## config.mk

```make
export PLATFORM = sky130hd
export DESIGN_NAME = max_reduce_int64_flat
export DESIGN_NICKNAME = d
export VERILOG_FILES = /design/src/rtl/max_reduce_int64_pkg.sv /design/src/rtl/max_reduce_int64_if.sv /design/src/rtl/max_reduce_int64_gt_int_nbit.sv /design/src/rtl/max_reduce_int64.sv /design/src/flat_wrapper.sv
export SDC_FILE = /design/constraint.sdc
export NUM_CORES = 1
export LEC_CHECK = 0
export BUFFER_PORTS_ARGS = -buffer_cell sky130_fd_sc_hd__buf_4
export CORE_MARGIN = 1.5
export CORE_UTILIZATION = 52
export DETAILED_ROUTE_END_ITERATION = 10
export PLACE_DENSITY = 0.81
export SLEW_MARGIN = 10
export SYNTH_ARGS = -nofsm -noshare
export SYNTH_HDL_FRONTEND = slang
export SYNTH_SLANG_ARGS = --single-unit
```

## constraint.sdc

```tcl
create_clock -name clk -period 3.02 [get_ports clk]
set_input_delay 0.302 -clock clk [delete_from_list [all_inputs] [get_ports clk]]
set_output_delay 0.302 -clock clk [all_outputs]
set_load 0.005 [all_outputs]
```

## src/rtl/max_reduce_int64_pkg.sv

```systemverilog
// Shared types and default sizes for the streaming signed max reduction.
// The FSM encoding lives here so the bench and any bound checkers can decode dbg_state.
package max_reduce_pkg;

   localparam int DEF_WIDTH = 64;
   localparam int DEF_IDX_W = 16;

   typedef enum logic [1:0] {
      ST_IDLE  = 2'd0,
      ST_ACCUM = 2'd1,
      ST_DONE  = 2'd2
   } state_t;

endpackage

```

## src/rtl/max_reduce_int64_if.sv

```systemverilog
// Element stream in, single result beat out.
// Both channels use valid/ready: a beat transfers on a rising edge where valid and ready are
// both high; once valid is raised its payload holds until that transfer happens.
interface max_reduce_int64_if #(
   parameter int WIDTH = max_reduce_pkg::DEF_WIDTH,
   parameter int IDX_W = max_reduce_pkg::DEF_IDX_W
);

   logic             in_valid;
   logic             in_ready;
   logic [WIDTH-1:0] in_data;
   logic             in_last;

   logic             out_valid;
   logic             out_ready;
   logic [WIDTH-1:0] out_max;
   logic [IDX_W-1:0] out_idx;
   logic [IDX_W-1:0] out_cnt;

   modport master (
      output in_valid, in_data, in_last, out_ready,
      input  in_ready, out_valid, out_max, out_idx, out_cnt
   );

   modport slave (
      input  in_valid, in_data, in_last, out_ready,
      output in_ready, out_valid, out_max, out_idx, out_cnt
   );

endinterface

```

## src/rtl/max_reduce_int64_gt_int_nbit.sv

```systemverilog
// Pairwise signed greater-than: y = (a > b) with both operands two's complement.
// Shared with the pairwise max stage so both agree on compare semantics.
module gt_int_nbit #(
   parameter int N = 64
) (
   input  logic [N-1:0] a,
   input  logic [N-1:0] b,
   output logic         y
);

   assign y = $signed(a) > $signed(b);

endmodule

```

## src/rtl/max_reduce_int64.sv

```systemverilog
// Streaming signed max reduction: running max + earliest argmax + element count,
// emitted as one result beat on the element flagged last.
module max_reduce_int64
   import max_reduce_pkg::*;
#(
   parameter int WIDTH = DEF_WIDTH,
   parameter int IDX_W = DEF_IDX_W
) (
   input  logic                clk,
   input  logic                rst_n,
   max_reduce_int64_if.slave   bus,
   output state_t              dbg_state
);

   state_t           state;
   state_t           state_nxt;
   logic [WIDTH-1:0] max_r;
   logic [IDX_W-1:0] idx_r;
   logic [IDX_W-1:0] cnt_r;
   logic             in_ready_c;
   logic             accept;
   logic             replace;

   // Strict greater-than: a tie keeps the earlier index.
   gt_int_nbit #(
      .N (WIDTH)
   ) u_gt (
      .a (bus.in_data),
      .b (max_r),
      .y (replace)
   );

   assign in_ready_c = (state != ST_DONE);
   assign accept     = bus.in_valid && in_ready_c;

   always_ff @(posedge clk) begin
      if (!rst_n) begin
         state <= ST_IDLE;
      end else begin
         state <= state_nxt;
      end
   end

   always_comb begin
      state_nxt = state;
      case (state)
         ST_IDLE, ST_ACCUM: begin
            if (accept) begin
               state_nxt = bus.in_last ? ST_DONE : ST_ACCUM;
            end
         end
         ST_DONE: begin
            if (bus.out_ready) begin
               state_nxt = ST_IDLE;
            end
         end
         default: state_nxt = ST_IDLE;
      endcase
   end

   // The first element of a vector seeds the registers; later ones only replace on a strict win.
   always_ff @(posedge clk) begin
      if (!rst_n) begin
         max_r <= '0;
         idx_r <= '0;
         cnt_r <= '0;
      end else if (accept) begin
         if (state == ST_IDLE) begin
            max_r <= bus.in_data;
            idx_r <= '0;
            cnt_r <= IDX_W'(1);
         end else begin
            if (replace) begin
               max_r <= bus.in_data;
               idx_r <= cnt_r;
            end
            cnt_r <= cnt_r + IDX_W'(1);
         end
      end
   end

   assign bus.in_ready  = in_ready_c;
   assign bus.out_valid = (state == ST_DONE);
   assign bus.out_max   = max_r;
   assign bus.out_idx   = idx_r;
   assign bus.out_cnt   = cnt_r;
   assign dbg_state     = state;

endmodule

```

## src/flat_wrapper.sv

```systemverilog
// flat-port wrapper written by rule: the top's interface ports become plain ports
module max_reduce_int64_flat import max_reduce_pkg::*;
#(
   parameter int WIDTH = DEF_WIDTH,
   parameter int IDX_W = DEF_IDX_W
)
  (clk, rst_n, dbg_state, bus_in_valid, bus_in_data, bus_in_last, bus_out_ready, bus_in_ready, bus_out_valid, bus_out_max, bus_out_idx, bus_out_cnt);
  max_reduce_int64_if #(.WIDTH(WIDTH), .IDX_W(IDX_W)) bus_i ();
  input  logic clk;
  input  logic rst_n;
  output state_t dbg_state;
  input wire logic [$bits(bus_i.in_valid)-1:0] bus_in_valid;
  input wire logic [$bits(bus_i.in_data)-1:0] bus_in_data;
  input wire logic [$bits(bus_i.in_last)-1:0] bus_in_last;
  input wire logic [$bits(bus_i.out_ready)-1:0] bus_out_ready;
  output wire logic [$bits(bus_i.in_ready)-1:0] bus_in_ready;
  output wire logic [$bits(bus_i.out_valid)-1:0] bus_out_valid;
  output wire logic [$bits(bus_i.out_max)-1:0] bus_out_max;
  output wire logic [$bits(bus_i.out_idx)-1:0] bus_out_idx;
  output wire logic [$bits(bus_i.out_cnt)-1:0] bus_out_cnt;
  assign bus_i.in_valid = bus_in_valid;
  assign bus_i.in_data = bus_in_data;
  assign bus_i.in_last = bus_in_last;
  assign bus_i.out_ready = bus_out_ready;
  assign bus_in_ready = bus_i.in_ready;
  assign bus_out_valid = bus_i.out_valid;
  assign bus_out_max = bus_i.out_max;
  assign bus_out_idx = bus_i.out_idx;
  assign bus_out_cnt = bus_i.out_cnt;
  max_reduce_int64 #(.WIDTH(WIDTH), .IDX_W(IDX_W)) u_core (.clk(clk), .rst_n(rst_n), .bus(bus_i), .dbg_state(dbg_state));
endmodule
```

Word level (Yosys, flattened, before mapping)
Index checks and enable logic that the tools add are counted.
{ "op_classes": {"add_sub_neg": 1, "multipliers": 0, "div_mod_pow": 0, "magnitude_cmp": 1, "n_eq_ne": 5, "shifts": 0, "mux": 9, "n_bitwise": 0, "reduce_logical": 6} }
{ "op_table": {"columns": ["op", "count"], "rows": [
  ["$mux 64", 2],
  ["$gt 64x64->1", 1],
  ["$mux 16", 3],
  ["$add 16x1->16 const B", 1],
  ["$mux 2", 3],
  ["$ne 2x2->1 const B", 2],
  ["$pmux 2 s2", 1],
  ["$reduce_and 2->1", 2],
  ["$eq 2x1->1 const B", 1],
  ["$eq 2x2->1 const B", 1],
  ["$logic_not 2->1", 1],
  ["$ne 2x1->1 const B", 1],
  ["$reduce_bool 2->1", 1],
  ["$reduce_or 2->1", 1],
  ["$logic_and 1x1->1", 1]
]} }
{ "word_totals": {"ff_bits": 98, "latchBits": 0, "mem_bits_rw": 0, "mem_bits_ro": 0, "inputBits": 69, "output_inout_bits": 100, "word_cells": 26, "mem_count": 0} }

Longest topological paths before layout
{ "depth": {"word_depth": 4, "depth_mapped": 11, "mapped_depth_nobuf": 9} }

Modules after synthesis
Synthesis repeated with hierarchy kept, for this count alone.
{ "unflattened": {"cells_unflattened": 684, "hier_area_um2": 5403.9} }
{ "modules_own_cells": {"columns": ["mod", "instances", "cells_each", "area_per_inst_um2", "seq_area_each_um2"], "rows": [
  ["max_reduce_int64", 1, 450, 3773.6, 1961.9],
  ["gt_int_nbit", 1, 234, 1630.3, 0.0]
]} }

Worst setup path after synthesis
OpenSTA, ideal clock, no wires.
{ "synth_timing": {"path_kind": "register -> register", "start": "register u_core.max_r[14], in the netlist u_core.bus.out_max[14]", "end": "register u_core.idx_r[0], in the netlist u_core.bus.out_idx[0]", "setup_time_ns": 0.072, "t_arrival_ns": 2.367, "slack_ns": 0.582, "path_stages_with_launch": 12, "n_path_buf": 2, "synth_period_minus_slack_ns": 2.438, "cell_sequence": "dfxtp_1 -> inv_1 -> ha_1 -> nand4_1 -> or4_1 -> nand3b_1 -> o21ai_1 -> a211o_1 -> o211a_1 -> buf_6 -> buf_6 -> mux2i_1"} }
{ "synth_via": {"elab_chain_cells": 3} }
{ "synth_rtl": {"columns": ["item", "line_no", "text"], "rows": [
  ["start: declaration", "max_reduce_int64.sv:17", "logic [WIDTH-1:0] max_r;"],
  ["start signal: assignment", "max_reduce_int64.sv:69", "max_r <= bus.in_data;"],
  ["start signal: assignment", "max_reduce_int64.sv:74", "max_r <= bus.in_data;"],
  ["$gt 64x64->1", "max_reduce_int64_gt_int_nbit.sv:11", "assign y = $signed(a) > $signed(b);"],
  ["$reduce_bool 2->1 (no line)", null, null],
  ["$reduce_and 2->1 (no line)", null, null],
  ["end signal: assignment", "max_reduce_int64.sv:75", "idx_r <= cnt_r;"],
  ["end: declaration", "max_reduce_int64.sv:18", "logic [IDX_W-1:0] idx_r;"]
]} }
Every way passes these cells.
A chain may end at the register's enable or synchronous reset.

Worst setup path in the final report
{ "layout_timing": {"start": "register u_core.max_r[15], in the netlist u_core.bus.out_max[15]", "end": "register u_core.max_r[61], in the netlist u_core.bus.out_max[61]"} }
{ "layout_via": {"elab_chain_cells": 3} }
{ "layout_rtl": {"columns": ["item", "line_no"], "rows": [
  ["$gt 64x64->1", "max_reduce_int64_gt_int_nbit.sv:11"],
  ["$reduce_bool 2->1 (no line)", null],
  ["$reduce_and 2->1 (no line)", null]
]} }
Every way passes these cells.

==> reports/qor.csv <==
metric,value,unit
Global Route Usage Sum,0.237,
largest net degree at the start of global routing,103,
Max Fclk,0.353,GHz
PortBufs,168,
layout overhead on the synthesized area,27.8,%
crit path max fanout,46,
# rows,37,
Final Max Slew Viols,0,
Initial Util,0.539,
leakage,3.40,nW
H-tree depth,3,
detailed-placement wirelength estimate,10300,µm
WL/cell,13.8,µm
endpoints failing hold,0,
Crit path arrival time,3110,ps
Yosys warnings,0,
TritonCTS Buffers,9,
"Req. time, crit path",3300,ps
Syn Area/Cell,8.34,µm²
Max-Cap Viols,0,
die height,107,µm
clk sinks,98,
WS Path Type,flip-flop to flip-flop,
TritonCTS clock tree,done,
post-synth net total,804,
drt pass-1 iters,4,
worst-margin pin slew,488,ps
Clock transition at path regs,120,ps
post-layout util,0.688,
ranking of synthesized cells by area,"dfxtp_1, ha_1, mux2i_1",
via/cell ratio,5.24,
Nets,959,
"Seq/Total Area, Yosys",0.351,
Post-Syn Area,5590,µm²
Clock Skews,18.6,ps
post-synthesis cell count,670,
status,"finished, final reports clean",
layout cells sized above 1,0.231,
initial antenna violation count,0,
Tcrit/Tclk final,0.938,
relative slew slack,0.674,
Synth cell types,41,
Iteration-0 DRC Markers,211,
post-synthesis register bit count,98,
setup repair bufs after CTS,0,
Final setup viols,0,
die area,11400,µm²
Worst Setup End Kind,flip-flop,
biggest area consumer among synthesized cells,dfxtp_1,
via count,5061,
IO Count,169,
Clk Tree Root Cell,clkbuf_8,
nature of the critical path startpoint,flip-flop,
Core Area,10400,µm²
first-pass GRT wire length,21900,µm
post-route insts no fill,966,
dpl cells,950,
DR DRC count,0,
share of the synthesized area in the top cell type,0.351,
Min-Delay Path Class,input port to flip-flop,
GPL Wtd Cong,0.832,
Antenna Cells,0,
global route overflow,0,
worst-case vdd ir drop,0.247,mV
min cycle time layout,2830,ps
Final ANT Viol Nets,0,
RSZ-0062 raised after global routing,true,
Die X,107,µm
Bufs on Longest Clock Path,2,
WL final,13300,µm
vias in the first global route,4829,
PD cells,458,nW/µm²
Skew-Pair Late Insertion Delay,370,ps
==> power breakdown <==
part | total (W) | internal [W] | switching, W | leakage (nW)
logic | 0.000937 | 0.000475 | 0.000461 | 2.50
clock network | 0.000857 | 0.000329 | 0.000528 | 0.102
registers | 0.00148 | 0.00140 | 0.0000821 | 0.803
total | 0.00327 | 0.00220 | 0.00107 | 3.40
==> through the flow <==
step / total power [W] / TNS, ps / setup WS [ps] / area (µm²) / hold WS, ps
floorplan: 0.00207 / 0 / 582 / 5590 / 441
global placement: 0.00240 / 0 / 312 / 6930 / 446
detailed placement: 0.00244 / 0 / 132 / 6930 / 456
CTS: 0.00329 / 0 / 164 / 7130 / 173
global route: 0.00348 / -2.25 / -2.25 / 7140 / 158
finish: 0.00327 / 0 / 186 / 7140 / 189
==> final timing paths <==
check	startpoint	endpoint	slack, ps	cells past startpoint
setup / recovery	u_core.bus.out_max[15]$_SDFFE_PN0P_	u_core.bus.out_max[61]$_SDFFE_PN0P_	190	9
setup reg to reg	u_core.bus.out_max[15]$_SDFFE_PN0P_	u_core.bus.out_max[61]$_SDFFE_PN0P_	190	9
hold / removal	bus_in_data[55]	u_core.bus.out_max[55]$_SDFFE_PN0P_	190	3
hold reg to reg	u_core.bus.out_idx[8]$_SDFFE_PN0P_	u_core.bus.out_idx[8]$_SDFFE_PN0P_	470	2
==> cells in the final DEF, fill, tap and decap left out, drive strengths merged, types with 2 or more instances in the layout <==
cell type,n
o21ai,13
and3,2
xnor2,3
clkinv,4
a21oi,31
a221oi,3
nor4,2
o211a,2
nor2,17
and4,5
nor2b,5
and2,2
nand4,15
nor3,2
nand2,185
or3,3
inv,72
buf,174
clkbuf,9
xor2,8
mux2i,80
dfxtp,98
o211ai,3
nand2b,2
nand3,9
a21o,2
ha,65
==> synthesized netlist by cell type <==
master / n
a211o_1: 1
nor2_1: 17
nand2b_1: 2
nor4bb_1: 1
xor2_1: 8
o2111ai_1: 1
a21boi_0: 1
a311oi_1: 1
and4bb_2: 1
nand4_1: 15
o22ai_1: 1
a32oi_1: 1
o21ai_0: 8
or4_1: 1
o211a_1: 2
xnor2_1: 3
nand2_1: 185
a21o_1: 2
nand3_1: 9
and3_1: 2
clkbuf_1: 21
dfxtp_1: 98
o31ai_1: 1
nor2b_1: 5
inv_1: 69
a21oi_1: 31
and4_1: 5
and2_1: 2
o211ai_1: 3
or3_1: 3
nor4_1: 2
a22oi_1: 1
o311a_1: 1
ha_1: 65
a211oi_1: 1
nand3b_1: 1
a221oi_1: 3
o21ai_1: 5
mux2i_1: 80
nor3_1: 2
buf_6: 9
==> worst max-delay path, cell delays in order, from the launching register on <==
cell       delay, ps
dfxtp_1          370
inv_1             60
ha_1             300
nand4_1          150
or4_1            590
nand3b_1         210
o2111ai_1        260
o211a_4          250
buf_16           290
mux2i_1          250
==> cell families (layout without fill, tap and decap cells) <==
group                    count (synthesis)  count (layout)  share of synthesized area
AND/OR/NAND/NOR                        253             253                      0.195
AO/OA/AOI/OAI                           64              64                     0.0690
multiplexers                            80              80                      0.143
buffers and inverters                   99             259                     0.0786
XOR/XNOR                                11              11                     0.0173
flip-flops                              98              98                      0.351
adder cells (fa/ha/maj)                 65              65                      0.146
==> repair_timing <==
action                                  CTS  global route
gates resized for setup                   0             1
hold buffers                              0             0
endpoints found under the setup margin    0             1
==> state kept, by name, summed over array words and instances (netlist names) <==
name,count
u_core.bus.out_cnt,16
u_core.bus.out_idx,16
u_core.bus.out_max,64
u_core.dbg_state,2
==> metal layers <==
layer	GRT usage	wire, µm	up-vias
met5	0	0	-
met4	0.0638	200	0
met3	0.0644	914	18
met2	0.406	6410	149
met1	0.292	5800	2354
li1	-	-	2540
==> area by class of cell <==
class | count | area [µm²]
timing repair buffer | 174 | 1350
tap | 136 | 170
clock buffer | 9 | 124
clock inverter | 7 | 78.8
fill | 851 | 3230
multi-input combinational | 473 | 3190
inverter | 69 | 259
sequential | 98 | 1960
(Power assumes the default switching activity.)
